===== src/rtl/aes_col_unit.sv =====
// AES column step: SubBytes/InvSubBytes, with an optional MixColumns/InvMixColumns
// column contribution, XOR-accumulated into rs1. Handles a single selected byte
// or a full 4-byte column, processing LANES bytes per RUN cycle.
//
//   state  | meaning
//   -------+----------------------------------------------------------
//   IDLE   | ready for a request (in_ready=1)
//   RUN    | folding LANES byte contributions per cycle into acc
//   DONE   | result presented on out_rd/out_tag until out_ready
module aes_col_unit #(
   parameter int LANES = 1,
   parameter int TAG_W = 5
) (
   input  logic             clk,
   input  logic             rst,
   input  logic             in_valid,
   output logic             in_ready,
   input  logic [1:0]       in_op,
   input  logic             in_word,
   input  logic [1:0]       in_bs,
   input  logic [31:0]      in_rs1,
   input  logic [31:0]      in_rs2,
   input  logic [TAG_W-1:0] in_tag,
   output logic             out_valid,
   input  logic             out_ready,
   output logic [31:0]      out_rd,
   output logic [TAG_W-1:0] out_tag,
   output logic             busy
);

   generate
      if (!(LANES == 1 || LANES == 2 || LANES == 4)) begin : g_bad_lanes
         $error("aes_col_unit: LANES must be 1, 2 or 4");
      end
   endgenerate

   typedef enum logic [1:0] {S_IDLE, S_RUN, S_DONE} state_t;

   localparam logic [2:0] STEPS_WORD = 3'(4 / LANES);
   localparam logic [2:0] IDX_INC    = 3'(LANES);

   // GF(2^8) helpers, reduction polynomial x^8+x^4+x^3+x+1
   function automatic logic [7:0] xtime(input logic [7:0] a);
      return {a[6:0], 1'b0} ^ (a[7] ? 8'h1b : 8'h00);
   endfunction

   function automatic logic [7:0] gmul(input logic [7:0] a, input logic [7:0] b);
      logic [7:0] p;
      logic [7:0] x;
      p = 8'h00;
      x = a;
      for (int n = 0; n < 8; n++) begin
         if (b[n]) p = p ^ x;
         x = xtime(x);
      end
      return p;
   endfunction

   // a^254 is the multiplicative inverse (and maps 0 to 0, as the S-box wants)
   function automatic logic [7:0] gf_inv(input logic [7:0] a);
      logic [7:0] r;
      logic [7:0] sq;
      r  = 8'h01;
      sq = a;
      for (int n = 1; n < 8; n++) begin
         sq = gmul(sq, sq);
         r  = gmul(r, sq);
      end
      return r;
   endfunction

   function automatic logic [7:0] sbox(input logic [7:0] b);
      logic [7:0] x;
      x = gf_inv(b);
      return x ^ {x[6:0], x[7]} ^ {x[5:0], x[7:6]} ^ {x[4:0], x[7:5]}
               ^ {x[3:0], x[7:4]} ^ 8'h63;
   endfunction

   function automatic logic [7:0] inv_sbox(input logic [7:0] s);
      logic [7:0] y;
      y = {s[6:0], s[7]} ^ {s[4:0], s[7:5]} ^ {s[1:0], s[7:2]} ^ 8'h05;
      return gf_inv(y);
   endfunction

   function automatic logic [7:0] byte_of(input logic [31:0] w, input logic [2:0] i);
      case (i)
         3'd0:    return w[7:0];
         3'd1:    return w[15:8];
         3'd2:    return w[23:16];
         3'd3:    return w[31:24];
         default: return 8'h00;
      endcase
   endfunction

   // op[1] selects decrypt, op[0] selects the mix-column contribution
   function automatic logic [31:0] col_f(input logic [7:0] b, input logic [1:0] op,
                                         input logic [2:0] i);
      logic [7:0]  s;
      logic [31:0] m;
      s = op[1] ? inv_sbox(b) : sbox(b);
      if (!op[0])
         m = {24'h000000, s};
      else if (!op[1])
         m = {gmul(s, 8'h03), s, s, gmul(s, 8'h02)};
      else
         m = {gmul(s, 8'h0b), gmul(s, 8'h0d), gmul(s, 8'h09), gmul(s, 8'h0e)};
      case (i)
         3'd0:    return m;
         3'd1:    return {m[23:0], m[31:24]};
         3'd2:    return {m[15:0], m[31:16]};
         3'd3:    return {m[7:0],  m[31:8]};
         default: return m;
      endcase
   endfunction

   state_t             state_q, state_d;
   logic [1:0]         op_q, op_d;
   logic               word_q, word_d;
   logic [31:0]        rs2_q, rs2_d;
   logic [TAG_W-1:0]   tag_q, tag_d;
   logic [31:0]        acc_q, acc_d;
   logic [2:0]         idx_q, idx_d;
   logic [2:0]         steps_q, steps_d;
   logic               in_ready_q, in_ready_d;
   logic               out_valid_q, out_valid_d;
   logic [31:0]        out_rd_q, out_rd_d;
   logic [TAG_W-1:0]   out_tag_q, out_tag_d;
   logic               busy_q, busy_d;
   logic [31:0]        lane_x;

   // XOR of this cycle's lane contributions; byte mode only ever uses lane 0
   always_comb begin
      lane_x = 32'h0;
      for (int k = 0; k < LANES; k++) begin
         if (k == 0 || word_q)
            lane_x = lane_x ^ col_f(byte_of(rs2_q, idx_q + 3'(k)), op_q, idx_q + 3'(k));
      end
   end

   // next-state and registered-output logic
   always_comb begin
      state_d     = state_q;
      op_d        = op_q;
      word_d      = word_q;
      rs2_d       = rs2_q;
      tag_d       = tag_q;
      acc_d       = acc_q;
      idx_d       = idx_q;
      steps_d     = steps_q;
      in_ready_d  = in_ready_q;
      out_valid_d = out_valid_q;
      out_rd_d    = out_rd_q;
      out_tag_d   = out_tag_q;
      busy_d      = busy_q;
      case (state_q)
         S_IDLE: begin
            if (in_valid) begin
               state_d    = S_RUN;
               in_ready_d = 1'b0;
               busy_d     = 1'b1;
               op_d       = in_op;
               word_d     = in_word;
               rs2_d      = in_rs2;
               tag_d      = in_tag;
               acc_d      = in_rs1;
               idx_d      = in_word ? 3'd0 : {1'b0, in_bs};
               steps_d    = in_word ? STEPS_WORD : 3'd1;
            end
         end
         S_RUN: begin
            acc_d   = acc_q ^ lane_x;
            steps_d = steps_q - 3'd1;
            if (word_q) idx_d = idx_q + IDX_INC;
            if (steps_q == 3'd1) begin
               state_d     = S_DONE;
               out_valid_d = 1'b1;
               out_rd_d    = acc_q ^ lane_x;
               out_tag_d   = tag_q;
            end
         end
         S_DONE: begin
            if (out_ready) begin
               state_d     = S_IDLE;
               out_valid_d = 1'b0;
               in_ready_d  = 1'b1;
               busy_d      = 1'b0;
            end
         end
         default: begin
            state_d     = S_IDLE;
            out_valid_d = 1'b0;
            in_ready_d  = 1'b1;
            busy_d      = 1'b0;
         end
      endcase
   end

   // state registers; reset discards any in-flight request
   always_ff @(posedge clk or posedge rst) begin
      if (rst) begin
         state_q     <= S_IDLE;
         op_q        <= 2'b00;
         word_q      <= 1'b0;
         rs2_q       <= 32'h0;
         tag_q       <= '0;
         acc_q       <= 32'h0;
         idx_q       <= 3'd0;
         steps_q     <= 3'd0;
         in_ready_q  <= 1'b1;
         out_valid_q <= 1'b0;
         out_rd_q    <= 32'h0;
         out_tag_q   <= '0;
         busy_q      <= 1'b0;
      end else begin
         state_q     <= state_d;
         op_q        <= op_d;
         word_q      <= word_d;
         rs2_q       <= rs2_d;
         tag_q       <= tag_d;
         acc_q       <= acc_d;
         idx_q       <= idx_d;
         steps_q     <= steps_d;
         in_ready_q  <= in_ready_d;
         out_valid_q <= out_valid_d;
         out_rd_q    <= out_rd_d;
         out_tag_q   <= out_tag_d;
         busy_q      <= busy_d;
      end
   end

   assign in_ready  = in_ready_q;
   assign out_valid = out_valid_q;
   assign out_rd    = out_rd_q;
   assign out_tag   = out_tag_q;
   assign busy      = busy_q;

endmodule


===== config.mk =====
export PLATFORM = sky130hd
export DESIGN_NAME = aes_col_unit
export DESIGN_NICKNAME = d
export VERILOG_FILES = /design/src/rtl/aes_col_unit.sv
export SDC_FILE = /design/constraint.sdc
export NUM_CORES = 2
export LEC_CHECK = 0
export CAP_MARGIN = 10
export CORE_ASPECT_RATIO = 0.9
export CORE_UTILIZATION = 49
export DETAILED_ROUTE_END_ITERATION = 6
export PLACE_DENSITY = 0.74
export SLEW_MARGIN = 20
export SYNTH_ARGS = -nofsm -noshare
export SYNTH_HDL_FRONTEND = slang
export SYNTH_SLANG_ARGS = --single-unit

===== constraint.sdc =====
create_clock -name clk -period 18.9 [get_ports clk]
set_input_delay 1.89 -clock clk [delete_from_list [all_inputs] [get_ports clk]]
set_output_delay 1.89 -clock clk [all_outputs]
set_load 0.05 [all_outputs]

==> run metrics <==
status finished, final reports clean; clk sinks 120; critical path depth 63; Yosys top cell area share 0.1846; Starting DRT DRC Count 3,856; Reg clk slew, reported paths 0.07 ns; drt wl/cell 20.21 µm; RR Startpoint idx_q[0]; Crit. Startpoint idx_q[0]; final WL 125,400 µm; #FFs+latches synth 120; synthesized area 38,300 µm²; Req. time, crit path 19.19 ns; Crit-path slowest cell xnor3_2; design area 43,860 µm²; Final Slew Violations 0; core area 76,750 µm²; Mapped Nets 5,119; Area growth, synth to finish 14.54%; Placement Cell Area 41,770 µm²; syn_area_per_cell 7.631 µm²; Hold Fails Final Rpt 0; dpl hpwl 92,700 µm; Initial Utilization 0.4990; Die H 267.2 µm; Critical Path End out_rd[22]; fraction of layout instances using a drive strength above 1 0.1437; Core Util, Final 0.5715; vias in the first global route 34.69k; vias per std cell 6.144; Routed Antenna Nets 0; num rows 96; Peak Freq 55.03 MHz; Worst EP arrival 18.46 ns; worst slew pin tran 1.173 ns; Finished Layout Cells 6,206; global-route met2 utilization 0.4730; clk buf depth 2; post-synthesis mux area share 0.05038; crit-path most repeated cell xnor3_1; first-pass GRT wire length 195,600 µm; Yosys cell types 119; Worst Min Path Start tag_q[0]; Worst-Skew Late Latency 0.44 ns; met3 GRT Util 0.06041; top cells by area, synth xnor2_1 (18%), xnor3_1 (12%), dfrtp_1 (7.8%); Worst Setup End Kind flip-flop; CTS buffer count 17; fraction of the mapped netlist area in simple logic gates 0.1991; Main synth FF type dfrtp_1; met1 Resource Use GR 0.4304; initial antenna violation count 8; critical path class flip-flop to flip-flop; largest family of logic cells by synthesized area XOR/XNOR gates; Slew HR 0.2182; area leader, netlist xnor2_1; Worst Hold Class flip-flop to flip-flop; r2r worst-path depth 63; Most Used Layer, Global Route met2; Synth Area in Adders 0.007187; Remaining DRCs 0; crit-path max FO 12; Post-Route Skew 0.01221 ns; die area 79,280 µm²; largest net degree at the start of global routing 77; fin crit share 0.9615; CP startpoint kind flip-flop; Port-buffer cells 117; CTS tree done; Max-Cap Viols 0; sequential share of the synthesized area 0.07844; Async S/R FF share, synth 1.000; Tot GR Track Use 0.3054; final setup fails 0; nets 5,263; xor/xnor cell area share of the yosys netlist 0.4076; hold buffer count at CTS 0; crit path time final 18.17 ns; Post-synth EDFFs 0; grt total ovfl 0; via count 38.13k; crit-path max cell delay 0.54 ns; R2R Path End out_rd[22]; die width 296.7 µm; routability cong. 0.9779; clock root cell clkbuf_16; worst hold path stage count 2; WP buf/inv 7; Reg2Reg Setup Slack 0.73 ns; first drt pass iteration count 6; I/O pin total 118; Ys Warns 0; Inst Count DP 6,110; Synth Instances 5,019; H-tree levels 4; Top delay family on crit path XOR/XNOR gates; Compound-Gate Fraction of Synth Area 0.2117
## sequential cells by signal, indices dropped and copies added (netlist names)
| name | flops |
|---|---|
| word_q | 1 |
| op_q | 2 |
| rs2_q | 32 |
| busy | 1 |
| state_q | 2 |
| idx_q | 3 |
| out_rd | 32 |
| steps_q | 3 |
| in_ready | 1 |
| acc_q | 32 |
| out_tag | 5 |
| out_valid | 1 |
| tag_q | 5 |
## per-stage QoR
stage	worst slack [ns]	setup TNS, ns	hold slack, ns
after detailed placement	-0.2405	-3.587	0.4622
after CTS	0.02650	0	0.4782
after floorplan	0.04736	0	0.4417
after global placement	0.01908	0	0.4564
after global routing	-0.04913	-0.3365	0.4959
final	0.7278	0	0.4759
## worst min-delay path by stage
stage                     to  slack (ns)
finish              tag_q[0]        0.48
global route        tag_q[0]        0.50
CTS                 tag_q[0]        0.48
detailed placement  tag_q[0]        0.46
global placement    tag_q[4]        0.46
floorplan           tag_q[0]        0.44
## what timing repair did
action / 4_1_cts / 5_1_grt
setup buffers: 9 / 52
endpoints found under the setup margin: 49 / 64
cloned: 0 / 1
pin swaps: 5 / 27
gates resized for setup: 11 / 140
## synthesized netlist by cell type, drive strengths merged (14+ instances only)
cell type	count
xnor2	869
clkbuf	225
and2	33
o31ai	19
mux2	35
a311oi	14
xnor3	202
nand2b	38
nor2	624
dfrtp	119
a211oi	41
a32oi	22
xor2	228
ha	22
a21o	26
nand3	138
or2	14
nor3	121
o21ai	287
or3	18
a21boi	25
o211ai	51
nand4	20
nand2	630
nor4	16
buf	117
a21oi	286
a221oi	27
xor3	24
o22ai	68
a22oi	51
o221a	19
mux2i	142
nor2b	36
and3	40
o21a	32
a31oi	42
inv	67
a211o	14
o221ai	34
## layout by cell type (no fill, tap or decap), types with 35 or more instances in the layout
cell type        Yosys  layout
clkdlybuf4s50_1      0     117
buf_4               19     342
a21oi_1            281     276
nor2_1             617     616
a31oi_1             41      39
inv_1               60      58
nand2b_1            37      35
dfrtp_1            119     118
xor2_1             208     184
mux2i_1            133     131
o211ai_1            48      48
xnor2_2             43      97
a22oi_1             45      43
and3_1              40      39
nand2_1            628     625
xnor2_1            807     740
nor3_1             121     119
o22ai_1             68      67
o21ai_0            230     229
o21ai_1             56      54
xnor3_1            196     173
a211oi_1            41      40
nand3_1            138     138
## layer usage
layer / wire length (µm) / vias up
met1: 53500 / 18177
met4: 3037 / 16
li1: - / 17920
met5: 108 / -
met2: 56080 / 1803
met3: 12700 / 213
## kinds of logic after synthesis
kind of cell / Yosys count
muxes: 179
and+or+nand+nor: 1756
adders and majority gates: 22
xor gates and xnor gates: 1323
AOI/OAI and AO/OA: 1203
DFF: 120
buffers and inverters: 416
## area by class of cell
type | instances | area [µm²]
multi-input combinational | 4484 | 34780
fill | 6975 | 32890
timing repair buffer | 466 | 3861
sequential | 120 | 3005
tap | 1029 | 1287
clock buffer | 17 | 425.4
inverter | 74 | 294.0
clock inverter | 15 | 206.4
antenna | 1 | 2.502
## worst min-delay path: cells and delay by family (launching register included)
kind / cells / cell delay [ns]
simple gates: 2 / 0.10
flops: 1 / 0.34
Power is left out: the tool's default activity adds up to more than one toggle a clock period on the data nets, which glitch-free logic cannot reach.
